**src/rtl/roi_crop_ctrl_pkg.sv**
```systemverilog
// Shared types and constants for the ROI crop controller and its stream counters.
package roi_crop_ctrl_pkg;

  localparam int unsigned COORD_W            = 9;
  localparam int unsigned IMG_W_DEF          = 320;
  localparam int unsigned IMG_H_DEF          = 240;
  localparam int unsigned TIMEOUT_FRAMES_DEF = 4;

  typedef logic [COORD_W-1:0] coord_t;

  typedef enum logic [2:0] {
    ST_IDLE      = 3'd0,
    ST_REQUEST   = 3'd1,
    ST_WAIT_DONE = 3'd2,
    ST_WAIT_GAP  = 3'd3,
    ST_ARMED     = 3'd4,
    ST_CROP      = 3'd5
  } state_e;

  typedef struct packed {
    coord_t top;
    coord_t bot;
    coord_t left;
    coord_t right;
  } roi_bounds_t;

  // The ROI block may leave horizontal bounds at zero; treat that as full width.
  function automatic roi_bounds_t apply_full_width(input roi_bounds_t b,
                                                   input int unsigned img_w);
    roi_bounds_t r;
    r = b;
    if ((b.left == '0) && (b.right == '0)) begin
      r.right = COORD_W'(img_w - 1);
    end
    return r;
  endfunction

  function automatic logic bounds_valid(input roi_bounds_t b,
                                        input int unsigned img_w,
                                        input int unsigned img_h);
    return (b.top <= b.bot) && (b.left <= b.right) &&
           (32'(b.bot) < img_h) && (32'(b.right) < img_w);
  endfunction

endpackage

```
**src/rtl/roi_pixel_counter.sv**
```systemverilog
// DVAL/FVAL edge detection plus saturating column/line counters for a pixel stream.
module roi_pixel_counter
  import roi_crop_ctrl_pkg::*;
#(
  parameter int unsigned IMG_W = IMG_W_DEF,
  parameter int unsigned IMG_H = IMG_H_DEF
) (
  input  logic   clk,
  input  logic   rst_n,
  input  logic   dval_i,
  input  logic   fval_i,
  output logic   fval_rise_c,
  output logic   fval_fall_c,
  output logic   dval_fall_c,
  output logic   pix_ok_c,
  output coord_t col_o,
  output coord_t line_o
);

  localparam coord_t COL_MAX  = COORD_W'(IMG_W - 1);
  localparam coord_t LINE_MAX = COORD_W'(IMG_H - 1);

  logic   fval_q;
  logic   dval_q;
  logic   col_full_q;
  logic   col_full_d;
  logic   line_full_q;
  logic   line_full_d;
  coord_t col_q;
  coord_t col_d;
  coord_t line_q;
  coord_t line_d;

  assign fval_rise_c = fval_i & ~fval_q;
  assign fval_fall_c = ~fval_i & fval_q;
  assign dval_fall_c = ~dval_i & dval_q;
  // The frame-start cycle only resynchronises; pixels past the last column/line are dropped.
  assign pix_ok_c    = dval_i & ~fval_rise_c & ~col_full_q & ~line_full_q;

  assign col_o  = col_q;
  assign line_o = line_q;

  always_comb begin
    col_d       = col_q;
    line_d      = line_q;
    col_full_d  = col_full_q;
    line_full_d = line_full_q;
    if (fval_rise_c) begin
      col_d       = '0;
      line_d      = '0;
      col_full_d  = 1'b0;
      line_full_d = 1'b0;
    end else if (dval_fall_c) begin
      col_d      = '0;
      col_full_d = 1'b0;
      if (line_q == LINE_MAX) begin
        line_full_d = 1'b1;
      end else begin
        line_d = line_q + COORD_W'(1);
      end
    end else if (pix_ok_c) begin
      if (col_q == COL_MAX) begin
        col_full_d = 1'b1;
      end else begin
        col_d = col_q + COORD_W'(1);
      end
    end
  end

  always_ff @(posedge clk or negedge rst_n) begin
    if (!rst_n) begin
      fval_q      <= 1'b0;
      dval_q      <= 1'b0;
      col_q       <= '0;
      line_q      <= '0;
      col_full_q  <= 1'b0;
      line_full_q <= 1'b0;
    end else begin
      fval_q      <= fval_i;
      dval_q      <= dval_i;
      col_q       <= col_d;
      line_q      <= line_d;
      col_full_q  <= col_full_d;
      line_full_q <= line_full_d;
    end
  end

endmodule

```
**src/rtl/roi_crop_ctrl.sv**
```systemverilog
// ROI handshake initiator: requests bounds, latches/validates them, then crops the next whole frame.
module roi_crop_ctrl
  import roi_crop_ctrl_pkg::*;
#(
  parameter int unsigned IMG_W          = IMG_W_DEF,
  parameter int unsigned IMG_H          = IMG_H_DEF,
  parameter int unsigned TIMEOUT_FRAMES = TIMEOUT_FRAMES_DEF
) (
  input  logic               iCLK,
  input  logic               iRST,
  input  logic               iTrigger,
  output logic               oROIStart,
  input  logic               iROIDone,
  input  logic [COORD_W-1:0] iTopBound,
  input  logic [COORD_W-1:0] iBotBound,
  input  logic [COORD_W-1:0] iLeftBound,
  input  logic [COORD_W-1:0] iRightBound,
  input  logic               iDATA,
  input  logic               iDVAL,
  input  logic               iFVAL,
  output logic               oPixel,
  output logic               oPixelValid,
  output logic [COORD_W-1:0] oRow,
  output logic [COORD_W-1:0] oCol,
  output logic [COORD_W-1:0] oROIWidth,
  output logic [COORD_W-1:0] oROIHeight,
  output logic               oBusy,
  output logic               oFrameDone,
  output logic               oError
);

  localparam int unsigned FRM_W = $clog2(TIMEOUT_FRAMES + 1);

  state_e      state_q;
  state_e      state_d;
  logic        done_q;
  roi_bounds_t bounds_q;
  roi_bounds_t bounds_d;
  coord_t      width_q;
  coord_t      width_d;
  coord_t      height_q;
  coord_t      height_d;
  logic [FRM_W-1:0] frames_q;
  logic [FRM_W-1:0] frames_d;
  logic        start_q;
  logic        start_d;
  logic        busy_q;
  logic        busy_d;
  logic        error_q;
  logic        error_d;
  logic        frame_done_q;
  logic        frame_done_d;
  logic        pix_q;
  logic        pix_d;
  logic        pix_valid_q;
  logic        pix_valid_d;
  coord_t      row_q;
  coord_t      row_d;
  coord_t      col_out_q;
  coord_t      col_out_d;

  logic        fval_rise_c;
  logic        fval_fall_c;
  logic        dval_fall_c;
  logic        pix_ok_c;
  logic        done_rise_c;
  logic        inside_c;
  logic        last_line_c;
  coord_t      col_cnt;
  coord_t      line_cnt;
  roi_bounds_t new_bounds_c;

  roi_pixel_counter #(
    .IMG_W (IMG_W),
    .IMG_H (IMG_H)
  ) u_pixel_counter (
    .clk         (iCLK),
    .rst_n       (iRST),
    .dval_i      (iDVAL),
    .fval_i      (iFVAL),
    .fval_rise_c (fval_rise_c),
    .fval_fall_c (fval_fall_c),
    .dval_fall_c (dval_fall_c),
    .pix_ok_c    (pix_ok_c),
    .col_o       (col_cnt),
    .line_o      (line_cnt)
  );

  // Only a fresh done edge counts; a level left high by an earlier run is ignored.
  assign done_rise_c  = iROIDone & ~done_q;
  assign new_bounds_c = apply_full_width({iTopBound, iBotBound, iLeftBound, iRightBound}, IMG_W);
  assign inside_c     = (line_cnt >= bounds_q.top)  && (line_cnt <= bounds_q.bot) &&
                        (col_cnt  >= bounds_q.left) && (col_cnt  <= bounds_q.right);
  assign last_line_c  = dval_fall_c && (line_cnt >= bounds_q.bot);

  always_comb begin
    state_d      = state_q;
    bounds_d     = bounds_q;
    width_d      = width_q;
    height_d     = height_q;
    frames_d     = frames_q;
    error_d      = error_q;
    frame_done_d = 1'b0;
    pix_valid_d  = 1'b0;
    pix_d        = pix_q;
    row_d        = row_q;
    col_out_d    = col_out_q;

    case (state_q)
      ST_IDLE: begin
        if (iTrigger) begin
          state_d = ST_REQUEST;
          error_d = 1'b0;
        end
      end
      ST_REQUEST: begin
        frames_d = '0;
        state_d  = ST_WAIT_DONE;
      end
      ST_WAIT_DONE: begin
        // Done takes priority over a timeout landing in the same cycle.
        if (done_rise_c) begin
          bounds_d = new_bounds_c;
          width_d  = new_bounds_c.right - new_bounds_c.left + COORD_W'(1);
          height_d = new_bounds_c.bot - new_bounds_c.top + COORD_W'(1);
          if (bounds_valid(new_bounds_c, IMG_W, IMG_H)) begin
            state_d = ST_WAIT_GAP;
          end else begin
            error_d = 1'b1;
            state_d = ST_IDLE;
          end
        end else if (fval_rise_c) begin
          if (frames_q == FRM_W'(TIMEOUT_FRAMES - 1)) begin
            error_d = 1'b1;
            state_d = ST_IDLE;
          end else begin
            frames_d = frames_q + FRM_W'(1);
          end
        end
      end
      ST_WAIT_GAP: begin
        if (!iFVAL) begin
          state_d = ST_ARMED;
        end
      end
      ST_ARMED: begin
        if (fval_rise_c) begin
          state_d = ST_CROP;
        end
      end
      ST_CROP: begin
        if (pix_ok_c && inside_c) begin
          pix_valid_d = 1'b1;
          pix_d       = iDATA;
          row_d       = line_cnt - bounds_q.top;
          col_out_d   = col_cnt - bounds_q.left;
        end
        // A truncated frame or passing the bottom bound both close the crop cleanly.
        if (fval_fall_c || last_line_c) begin
          frame_done_d = 1'b1;
          state_d      = ST_IDLE;
        end
      end
      default: begin
        state_d = ST_IDLE;
      end
    endcase

    start_d = (state_d == ST_REQUEST);
    busy_d  = (state_d != ST_IDLE);
  end

  always_ff @(posedge iCLK or negedge iRST) begin
    if (!iRST) begin
      state_q      <= ST_IDLE;
      done_q       <= 1'b0;
      bounds_q     <= '0;
      width_q      <= '0;
      height_q     <= '0;
      frames_q     <= '0;
      start_q      <= 1'b0;
      busy_q       <= 1'b0;
      error_q      <= 1'b0;
      frame_done_q <= 1'b0;
      pix_q        <= 1'b0;
      pix_valid_q  <= 1'b0;
      row_q        <= '0;
      col_out_q    <= '0;
    end else begin
      state_q      <= state_d;
      done_q       <= iROIDone;
      bounds_q     <= bounds_d;
      width_q      <= width_d;
      height_q     <= height_d;
      frames_q     <= frames_d;
      start_q      <= start_d;
      busy_q       <= busy_d;
      error_q      <= error_d;
      frame_done_q <= frame_done_d;
      pix_q        <= pix_d;
      pix_valid_q  <= pix_valid_d;
      row_q        <= row_d;
      col_out_q    <= col_out_d;
    end
  end

  assign oROIStart   = start_q;
  assign oBusy       = busy_q;
  assign oError      = error_q;
  assign oFrameDone  = frame_done_q;
  assign oPixel      = pix_q;
  assign oPixelValid = pix_valid_q;
  assign oRow        = row_q;
  assign oCol        = col_out_q;
  assign oROIWidth   = width_q;
  assign oROIHeight  = height_q;

endmodule

```
**config.mk**
```make
export PLATFORM = sky130hd
export DESIGN_NAME = roi_crop_ctrl
export DESIGN_NICKNAME = d
export VERILOG_FILES = /design/src/rtl/roi_crop_ctrl_pkg.sv /design/src/rtl/roi_pixel_counter.sv /design/src/rtl/roi_crop_ctrl.sv
export SDC_FILE = /design/constraint.sdc
export NUM_CORES = 1
export LEC_CHECK = 0
export ABC_CLOCK_PERIOD_IN_PS = 2550
export BUFFER_PORTS_ARGS = -buffer_cell sky130_fd_sc_hd__buf_4
export CORE_ASPECT_RATIO = 0.9
export CORE_MARGIN = 8
export CORE_UTILIZATION = 53
export DETAILED_ROUTE_END_ITERATION = 10
export PLACE_DENSITY_LB_ADDON = 0.2
export SYNTH_ARGS = -nofsm -noshare
export SYNTH_HDL_FRONTEND = slang
export SYNTH_SLANG_ARGS = --single-unit
export TNS_END_PERCENT = 100
```
**constraint.sdc**
```tcl
create_clock -name iCLK -period 2.55 [get_ports iCLK]
set_input_delay 0.3825 -clock iCLK [delete_from_list [all_inputs] [get_ports iCLK]]
set_output_delay 0.3825 -clock iCLK [all_outputs]
set_load 0.02 [all_outputs]
```
==> impl_metrics.json, run 1 <==
{
  "std_cell_rows": 39,
  "placed_cell_area_um2": 8290,
  "die_h_um": 125,
  "die_x_um": 137,
  "grt_max_degree": 50,
  "vdd_drop_max_v": 0.000535,
  "min_period_ps": 2900,
  "worstHoldStart": "iROIDone",
  "syn_nets": 879,
  "grt_pass1_wl_mm": 28.6,
  "drive_gt1_share_pct": 27.9,
  "grt-ovfl-total": 0,
  "core_region_area_um2": 12800,
  "r2r-start": "u_pixel_counter.col_o[7]",
  "yosysUniqueCellTypes": 58,
  "wl_met2_mm": 8.10,
  "clock_skew_ps": 9.08,
  "numPortBuffers": 84,
  "cts.clk_slew.worst_paths_ps": 70,
  "hp-class": "in2reg",
  "num_io_pins": 85,
  "wirelength_mm": 17.5,
  "cpMaxStageDelayCell": "or4_4",
  "hpwlAfterDp_mm": 13.5,
  "highest_layer": "met4",
  "cp.required_ps": 2720,
  "num-nets-final": 1035,
  "fillCellCount": 989,
  "crit_arrival_ps": 3070,
  "start_util_pct": 54.5,
  "tns_ps": -2510,
  "clkLatencyLatePin_ps": 360,
  "start_kind": "input port",
  "failed_checks": "setup timing",
  "power.density_nw_per_um2": 797,
  "synth_cells": 746,
  "path_class": "in2reg",
  "vias": 5764,
  "drc": 0,
  "root_buffer": "clkbuf_16",
  "crit_path_max_fanout": 4,
  "m1WireLength_mm": 8.26,
  "synth-seq-cells": 107,
  "synth_ff_type": "dfrtp_1",
  "syn_area_um2": 6970,
  "status": "complete, but fails checks",
  "path_cells": "buf_6 -> or4_4 -> nor4_4 -> buf_4 -> nor2_2 -> inv_2 -> ha_4 -> and4_1 -> a221o_1 -> a21o_1 -> a2111oi_2 -> o32ai_1",
  "routed_via_density": 5.38,
  "stdcell_area_um2": 8950,
  "synthArstFlopShare_pct": 100,
  "timing.hold.ws_ps": 151,
  "cp_slowest_stage_delay_ps": 540,
  "rsz0062_at_grt": "yes",
  "grt_usage_pct": 20.8,
  "post-route-util_pct": 70.0,
  "cts_tree": "done",
  "drt_pass1_iterations": 5,
  "endpoint_kind": "flop",
  "synth_edf_count": 0,
  "drt_iter0_markers": 263,
  "avgSynthCellArea_um2": 9.34,
  "h-tree-depth": 3,
  "cap_violations": 0,
  "setup_viol": 19,
  "insertedDiodeCount": 0,
  "yosysWarnings": 0,
  "finalCritPeriodShare_pct": 114,
  "cts_buffers": 9,
  "place.gp.congestion": 0.869,
  "ys_seq_area_share_pct": 38.4,
  "syn_to_final_growth_pct": 28.4,
  "leakagePower_nw": 4.60,
  "grt_pass1_vias": 5810,
  "wl_met3_um": 930,
  "cts_buffer_depth": 2,
  "avgRoutedWirePerCell_um": 16.3,
  "ant_nets": 0,
  "max_freq_mhz": 345,
  "slew_headroom_pct": 41.9,
  "crit_start": "iLeftBound[5]",
  "hold_viol_final": 0,
  "antenna_found_initial": 0,
  "finalPower_w": 0.00714,
  "report.final.slew_viol_count": 0,
  "cts.sinks": 107,
  "setup_slack_ps": -346,
  "tightest_slew_ps": 859,
  "die-area_um2": 17100
}
==> sequential cells by signal, indices dropped and copies added, names as in the netlist <==
signal                       cells
oBusy                            1
oPixel                           1
u_pixel_counter.fval_q           1
oROIWidth                        9
bounds_q                        36
u_pixel_counter.line_o           9
oROIStart                        1
u_pixel_counter.col_o            9
oPixelValid                      1
frames_q                         3
oRow                             9
oROIHeight                       9
u_pixel_counter.line_full_q      1
oError                           1
state_q                          3
oFrameDone                       1
oCol                             9
u_pixel_counter.dval_q           1
done_q                           1
u_pixel_counter.col_full_q       1
==> layout by cell type (no fill, tap or decap), types with 3 or more instances in the layout <==
cell	netlist	final
a21boi_0	4	4
xnor2_1	24	22
clkbuf_8	0	3
nand3_1	19	18
inv_1	92	85
o21ai_1	1	6
or3_1	3	3
mux2_2	12	12
nor2_1	59	55
ha_4	0	9
and3_1	5	3
a21oi_1	34	32
dfrtp_1	107	107
nand2b_1	4	4
fa_1	5	4
xor2_1	12	12
o21ai_0	64	58
nor3_1	8	8
inv_2	0	7
nand4_1	9	9
buf_4	0	154
a211o_1	4	4
ha_1	85	76
a211oi_1	6	4
nor3b_1	3	3
nor2b_1	12	12
buf_6	2	4
mux2_4	14	14
mux2i_1	6	6
o31ai_1	6	5
and4_1	3	3
nor2_2	0	4
clkbuf_16	0	9
nand2_1	77	77
buf_12	0	3
a21o_1	8	8
==> worst max-delay path: cells and delay by family <==
| kind | cells | cell delay [ps] |
|---|---|---|
| fa+ha+maj | 1 | 210 |
| simple gates | 4 | 1120 |
| compound gates | 4 | 1000 |
| buf+inv | 3 | 350 |
==> through the flow <==
step / setup slack (ps) / instances
after detailed placement: -805 / 1040
after global placement: -754 / 1040
after global routing: -440 / 1071
final: -346 / 1071
after CTS: -245 / 1064
after floorplan: -621 / 746
==> power breakdown <==
part / total, W / switching, W / internal (W)
registers: 0.00250 / 0.000311 / 0.00218
clock network: 0.00146 / 0.000621 / 0.000839
logic: 0.00318 / 0.00174 / 0.00144
==> worst paths after layout <==
path,to,slack [ps],depth (start not counted)
setup / recovery,oError,-350,12
hold / removal,done_q,150,1
setup reg to reg,oPixel,-100,9
hold reg to reg,oROIHeight[2],480,2
max in group asynchronous,bounds_q[20],1350,3
min in group asynchronous,bounds_q[14],490,2
==> per-layer routing <==
layer  up-vias  GRT usage, %
li1       2857             -
met1      2743          28.5
met2       145          32.4
met3        19          5.08
met4         0          4.09
met5         -             0
==> what timing repair did <==
item / 4_1_cts / 5_1_grt
resized for setup: 24 / 20
setup buffers: 5 / 9
gates cloned: 2 / 0
endpoints found under the setup margin: 25 / 24
hold buffers: 1 / 0
endpoints found under the hold margin: 21 / 0
pin swaps: 10 / 16
==> layout make-up <==
type                            instances  area [um2]  area share, %
Timing Repair Buffer                  163        1300           14.5
Clock inverter                          4        47.5          0.531
Sequential cell                       107        2680           29.9
Inverter                               92         345           3.86
Multi-Input combinational cell        529        4110           45.9
Clock buffer                           12         267           2.98
Tap cell                              164         205           2.29
==> logic make-up after synthesis <==
group,after synthesis,share of synthesized area (%)
AND/OR/NAND/NOR,222,15.3
AO/OA/AOI/OAI,149,13.1
buffers and inverters,110,6.14
flip-flops,107,38.4
adder cells (fa/ha/maj),90,16.7
XOR/XNOR,36,4.53
multiplexers,32,5.82
==> synthesized netlist by cell type (all sizes together), types with 2 or more instances <==
master	number	area share, %
a2111oi	2	0.52
a211o	4	0.50
a211oi	6	0.65
a21boi	4	0.43
a21o	8	0.86
a21oi	34	2.4
a31oi	2	0.18
and3	5	0.45
and4	3	0.38
buf	2	0.32
clkbuf	16	0.86
dfrtp	107	38
fa	5	1.4
ha	85	15
inv	92	5.0
mux2	26	5.0
mux2i	6	0.86
nand2	77	4.1
nand2b	4	0.36
nand3	19	1.4
nand4	10	0.99
nor2	59	3.2
nor2b	13	1.3
nor3	8	0.57
nor3b	3	0.32
nor4	6	0.63
o211ai	2	0.22
o21a	2	0.22
o21ai	65	4.7
o21bai	2	0.22
o31ai	6	0.65
o41ai	3	0.38
or2	3	0.27
or3	3	0.27
or3b	2	0.25
or4	2	0.22
xnor2	24	3.0
xor2	12	1.5
Note: power is estimated with default switching activity, not from simulation.
==> run 2, diff against run 1 <==
Settings changed: CORE_UTILIZATION 53 to 55, CTS_BUF_LIST set to sky130_fd_sc_hd__clkbuf_2.
==> run 2 against run 1 <==
Compared with the run above: the flow still finishes with violations (setup timing); maximum frequency increased by 11%; first-iteration DRC count increased by 14%; sequential share of layout area increased by 0.67 points; clock skew increased by 38 ps; worst setup slack improved by 280 ps; via count decreased by 0.78%; largest cell class unchanged; largest power group unchanged.
==> impl_metrics.json, run 2 (synthesized netlist as in run 1, its figures left out) <==
{
  "drc": 0,
  "cap_violations": 0,
  "hpwlAfterDp_mm": 13.5,
  "tightest_slew_ps": 739,
  "grt_usage_pct": 21.5,
  "placed_cell_area_um2": 8280,
  "layout_commonest_cell": "buf_4",
  "p_switching_w": 0.00259,
  "largest-register": "bounds_q",
  "crit_arrival_ps": 3140,
  "internal_power_w": 0.00373,
  "start_util_pct": 55.6,
  "slew_headroom_pct": 50.1,
  "finalPower_w": 0.00632,
  "num-nets-final": 1041,
  "avgRoutedWirePerCell_um": 16.0,
  "power.density_nw_per_um2": 723,
  "antenna_found_initial": 0,
  "path_class": "reg2reg",
  "fillCellCount": 969,
  "crit_path_max_fanout": 5,
  "core_region_area_um2": 12500,
  "clkLatencyLatePin_ps": 640,
  "min_period_ps": 2610,
  "root_buffer": "clkbuf_2",
  "cts_buffers": 9,
  "die_x_um": 135,
  "clock_skew_ps": 46.8,
  "grt_pass1_vias": 5883,
  "place.gp.congestion": 0.891,
  "wirelength_mm": 17.2,
  "leakagePower_nw": 4.51,
  "drt_iter0_markers": 299,
  "grt_pass1_wl_mm": 28.4,
  "cts.clk_slew.worst_paths_ps": 300,
  "die-area_um2": 16500,
  "numPortBuffers": 84,
  "syn_to_final_growth_pct": 25.6,
  "failed_checks": "setup timing",
  "p_clk_share_pct": 10.9,
  "rsz0062_at_grt": "yes",
  "finalCritPeriodShare_pct": 102,
  "setup_slack_ps": -63.5,
  "cts_buffer_depth": 2,
  "stdcell_area_um2": 8750,
  "pwr-share-comb_pct": 49.7,
  "std_cell_rows": 39,
  "largest_reg_flops": 36,
  "h-tree-depth": 3,
  "hp-class": "in2reg",
  "vdd_drop_max_v": 0.000481,
  "die_h_um": 123,
  "status": "complete, but fails checks",
  "drt_pass1_iterations": 5,
  "max_freq_mhz": 383,
  "report.final.slew_viol_count": 0,
  "grt_max_degree": 50,
  "num_io_pins": 85,
  "vias": 5719,
  "endpoint_kind": "flop",
  "p_sw_share_pct": 41.0,
  "seqPwrFrac_pct": 39.4,
  "timing.hold.ws_ps": 42.2,
  "final_cell_mix": "147 x buf_4, 107 x dfrtp_1, 87 x inv_1",
  "hold_viol_final": 0,
  "drive_gt1_share_pct": 25.6,
  "setup_viol": 18,
  "insertedDiodeCount": 0,
  "cts_tree": "done",
  "cts.sinks": 107,
  "start_kind": "flop",
  "routed_via_density": 5.31,
  "cp.required_ps": 3080,
  "grt-ovfl-total": 0,
  "ant_nets": 0
}
[run 2: changes by cell type in the layout (fill, tap and decap cells not counted), sizes merged]
cell / before / now
dlygate4sd3: 1 / 13
buf: 162 / 154
clkinv: 2 / 5
bufinv: 1 / 0
[run 2: through the flow]
stage / TNS [ps] / util (%) / setup WS [ps] / std cells
floorplan: -4030 / - / -621 / 746
finish: -739 / 69.8 / -63.5 / 1077
detailed placement: -6710 / 66.0 / -818 / 1039
global route: -1660 / 69.8 / -101 / 1077
global placement: -6310 / 66.0 / -773 / 1039
CTS: 0 / 67.9 / 8.00 / 1068
[run 2: worst max-delay path, cell delays in order (launching register included)]
cell and delay [ps]:
dfrtp_1 460, inv_2 70, ha_4 210, and3_4 180, and3_4 180, a211o_1 300, a2111oi_4 390, nand4_4 200
clkbuf_16 220, mux2_4 290
[run 2: worst paths after layout]
check,slack [ps],depth (start not counted),from,end
min in group asynchronous,150,2,iRST,bounds_q[12]
worst min-delay path,40,3,iTopBound[7],bounds_q[34]
worst min register to register,520,2,bounds_q[24],bounds_q[24]
max in group asynchronous,1740,3,iRST,bounds_q[20]
worst max-delay path,-60,9,bounds_q[7],oRow[7]
worst max register to register,-60,9,bounds_q[7],oRow[7]
[run 2: layer usage]
metal  share of wire [%]  wire, um  global-route usage (%)
met3                 4.7       814                    5.48
met1                  47      8160                    28.7
met2                  47      8030                    34.3
met4                 1.3       223                    5.54
met5                   0         0                       0
[run 2: cell type report]
cell class	instances	area (um2)	area share, %
clock buffers	10	50.0	0.572
clock inverters	6	32.5	0.372
inverters	92	345	3.95
multi-input cells	529	4050	46.3
flip-flops and latches	107	2680	30.6
well taps	164	205	2.34
repair buffers	169	1390	15.9
[run 2: power by group through the flow]
stage | clock network (W) | logic [W] | registers, W
6_report | 0.000687 | 0.00315 | 0.00249
5_1_grt | 0.000768 | 0.00354 | 0.00255
4_1_cts | 0.000715 | 0.00309 | 0.00249
3_5_place_dp | 0 | 0.00302 | 0.00253
3_3_place_gp | 0 | 0.00290 | 0.00250
2_1_floorplan | 0 | 0.00184 | 0.00265
[run 2: what timing repair did]
item / in CTS / in global routing
buffers inserted: 0 / 7
endpoints found under the setup margin: 17 / 17
gates cloned: 0 / 2
hold buffers: 13 / 0
hold endpoints to repair: 92 / 0
resized for setup: 3 / 23
pin swaps: 1 / 13
==> run 3, diff against run 2 <==
Settings changed: ABC_CLOCK_PERIOD_IN_PS 2550 to 2800, CORE_UTILIZATION 55 to 61, REMOVE_ABC_BUFFERS set to 1, SLEW_MARGIN set to 20.
Clock period 2.55 ns to 2.8 ns, I/O delays scaled along.
==> run 3 against run 2 <==
Compared with the run above: the run still ends with setup timing left; final cell count is 4.2% lower; sequential share of layout area is 1.8 points higher; register-to-register slack better by 210 ps; non-clock buffer count is 38 lower; global-route usage is 0.91 points higher; sequential power is 8% lower; worst setup slack better by 62 ps; total power is 9.9% lower.
==> impl_metrics.json, run 3 (synthesized netlist as in run 1, its figures left out) <==
{
  "status": "complete, but fails checks",
  "failed_checks": "setup timing",
  "num-nets-final": 1003,
  "vdd_drop_max_v": 0.000400,
  "endpoint_kind": "flop",
  "start_util_pct": 61.7,
  "report.final.slew_viol_count": 0,
  "crit_arrival_ps": 3260,
  "slew_headroom_pct": 29.2,
  "drc": 0,
  "std_cell_rows": 37,
  "largest-register": "bounds_q",
  "cts_buffers": 9,
  "path_class": "in2reg",
  "tightest_slew_ps": 1050,
  "path_buf_inv": 2,
  "core_region_area_um2": 11300,
  "hold_viol_final": 0,
  "setup_slack_ps": -1.78,
  "numPortBuffers": 84,
  "ff2ff_setup_slack_ps": 150,
  "rsz0062_at_grt": "yes",
  "grt-ovfl-total": 0,
  "crit_top_cell": "a21o_1",
  "grt_pass1_wl_mm": 27.7,
  "cap_violations": 0,
  "cts_tree": "done",
  "start_kind": "input port",
  "crit_path_max_fanout": 4,
  "final_cells": 1032,
  "ant_nets": 0,
  "cts.clk_slew.worst_paths_ps": 260,
  "syn_to_final_growth_pct": 18.7,
  "hpwlAfterDp_mm": 12.8,
  "path_cells": "buf_4 -> or4_4 -> nor4_4 -> nor2_1 -> inv_1 -> ha_2 -> a21o_1 -> a21o_1 -> a221o_1 -> a21o_1 -> a2111oi_4 -> o32ai_1",
  "leakagePower_nw": 4.32,
  "setup_viol": 1,
  "cp.required_ps": 3260,
  "path_delay_family": "compound AO/OA/AOI/OAI gates",
  "max_freq_mhz": 357,
  "die-area_um2": 15100,
  "final_cell_mix": "123 x buf_4, 107 x dfrtp_1, 92 x inv_1",
  "fillCellCount": 881,
  "postCtsSetupRepairBufs": 0,
  "antenna_found_initial": 1,
  "finalCritPeriodShare_pct": 100,
  "clkLatencyLatePin_ps": 620,
  "num_io_pins": 85,
  "routed_via_density": 5.50,
  "cpMaxStageDelayCell": "or4_4",
  "layout_commonest_cell": "buf_4",
  "drt_iter0_markers": 433,
  "grt_usage_pct": 22.4,
  "vias": 5677,
  "grt_max_degree": 62,
  "cts.sinks": 107,
  "multi_input_area_um2": 3920,
  "h-tree-depth": 3,
  "cts_buffer_depth": 2,
  "place.gp.congestion": 0.918,
  "drive_gt1_share_pct": 21.1,
  "grt_pass1_vias": 5767,
  "wirelength_mm": 16.3,
  "post-place-cells": 1009,
  "drt_pass1_iterations": 5,
  "clock_skew_ps": 36.5,
  "power.density_nw_per_um2": 689,
  "cp_slowest_stage_delay_ps": 550,
  "ff_latch_area_um2": 2680,
  "min_period_ps": 2800,
  "die_h_um": 117,
  "root_buffer": "clkbuf_2",
  "place_ws_ps": -632,
  "die_x_um": 129,
  "avgRoutedWirePerCell_um": 15.8,
  "largest_reg_flops": 36,
  "hp-class": "in2reg"
}
==> run 3: changes by cell type in the layout (fill, tap and decap cells not counted), sizes merged <==
cell | before | now
buf | 154 | 125
clkinvlp | 1 | 2
dlygate4sd3 | 13 | 6
clkbuf | 12 | 11
diode | 0 | 1
bufinv | 0 | 1
clkinv | 5 | 2
==> run 3: worst paths after layout <==
check,from,endpoint,cells after the start
setup / recovery,iLeftBound[5],oError,12
hold / removal,iTopBound[8],bounds_q[35],2
setup reg to reg,u_pixel_counter.col_o[5],oCol[3],8
hold reg to reg,bounds_q[29],bounds_q[29],2
max in group asynchronous,iRST,bounds_q[31],3
min in group asynchronous,iRST,oROIWidth[3],2
==> run 3: final cells by class <==
class	instances	area share (%)
Tap cell	156	2.36
Clock buffer	11	0.666
Antenna cell	1	0.0303
Sequential cell	107	32.4
Multi-Input combinational cell	529	47.4
Timing Repair Buffer	131	12.4
Clock inverter	5	0.651
Inverter	92	4.18
==> run 3: power breakdown <==
group	switching (W)	internal, W	leakage (nW)
logic	0.00149	0.00119	2.89
clock network	0.000513	0.000208	0.0656
registers	0.000323	0.00198	1.37
total	0.00232	0.00338	4.32
==> run 3: timing repair <==
item                                   in CTS  in global routing
resized for setup                           0                 12
setup endpoints to repair                   0                  3
endpoints found under the hold margin      53                  0
hold buffers                                6                  0
==> run 3: metrics by stage <==
stage                     power (W)  hold WS (ps)  TNS [ps]  utilization [%]  instance area, um2
after global placement      0.00485           464     -3720             71.2                8050
after CTS                   0.00571         0.530         0             72.7                8220
after floorplan             0.00406           124    -10910                -                6880
final                       0.00570          57.3     -1.78             73.2                8270
after detailed placement    0.00498           473     -4210             71.2                8050
after global routing        0.00618          4.03      -117             73.2                8270
==> run 3: routing by layer <==
metal  part of all wire [%]  global-route usage (%)  up-vias
met1                     47                    30.8     2717
met5                      0                       0        -
li1                       -                       -     2797
met4                    1.3                    6.24        0
met2                     46                    34.3      145
met3                    5.6                    5.48       18
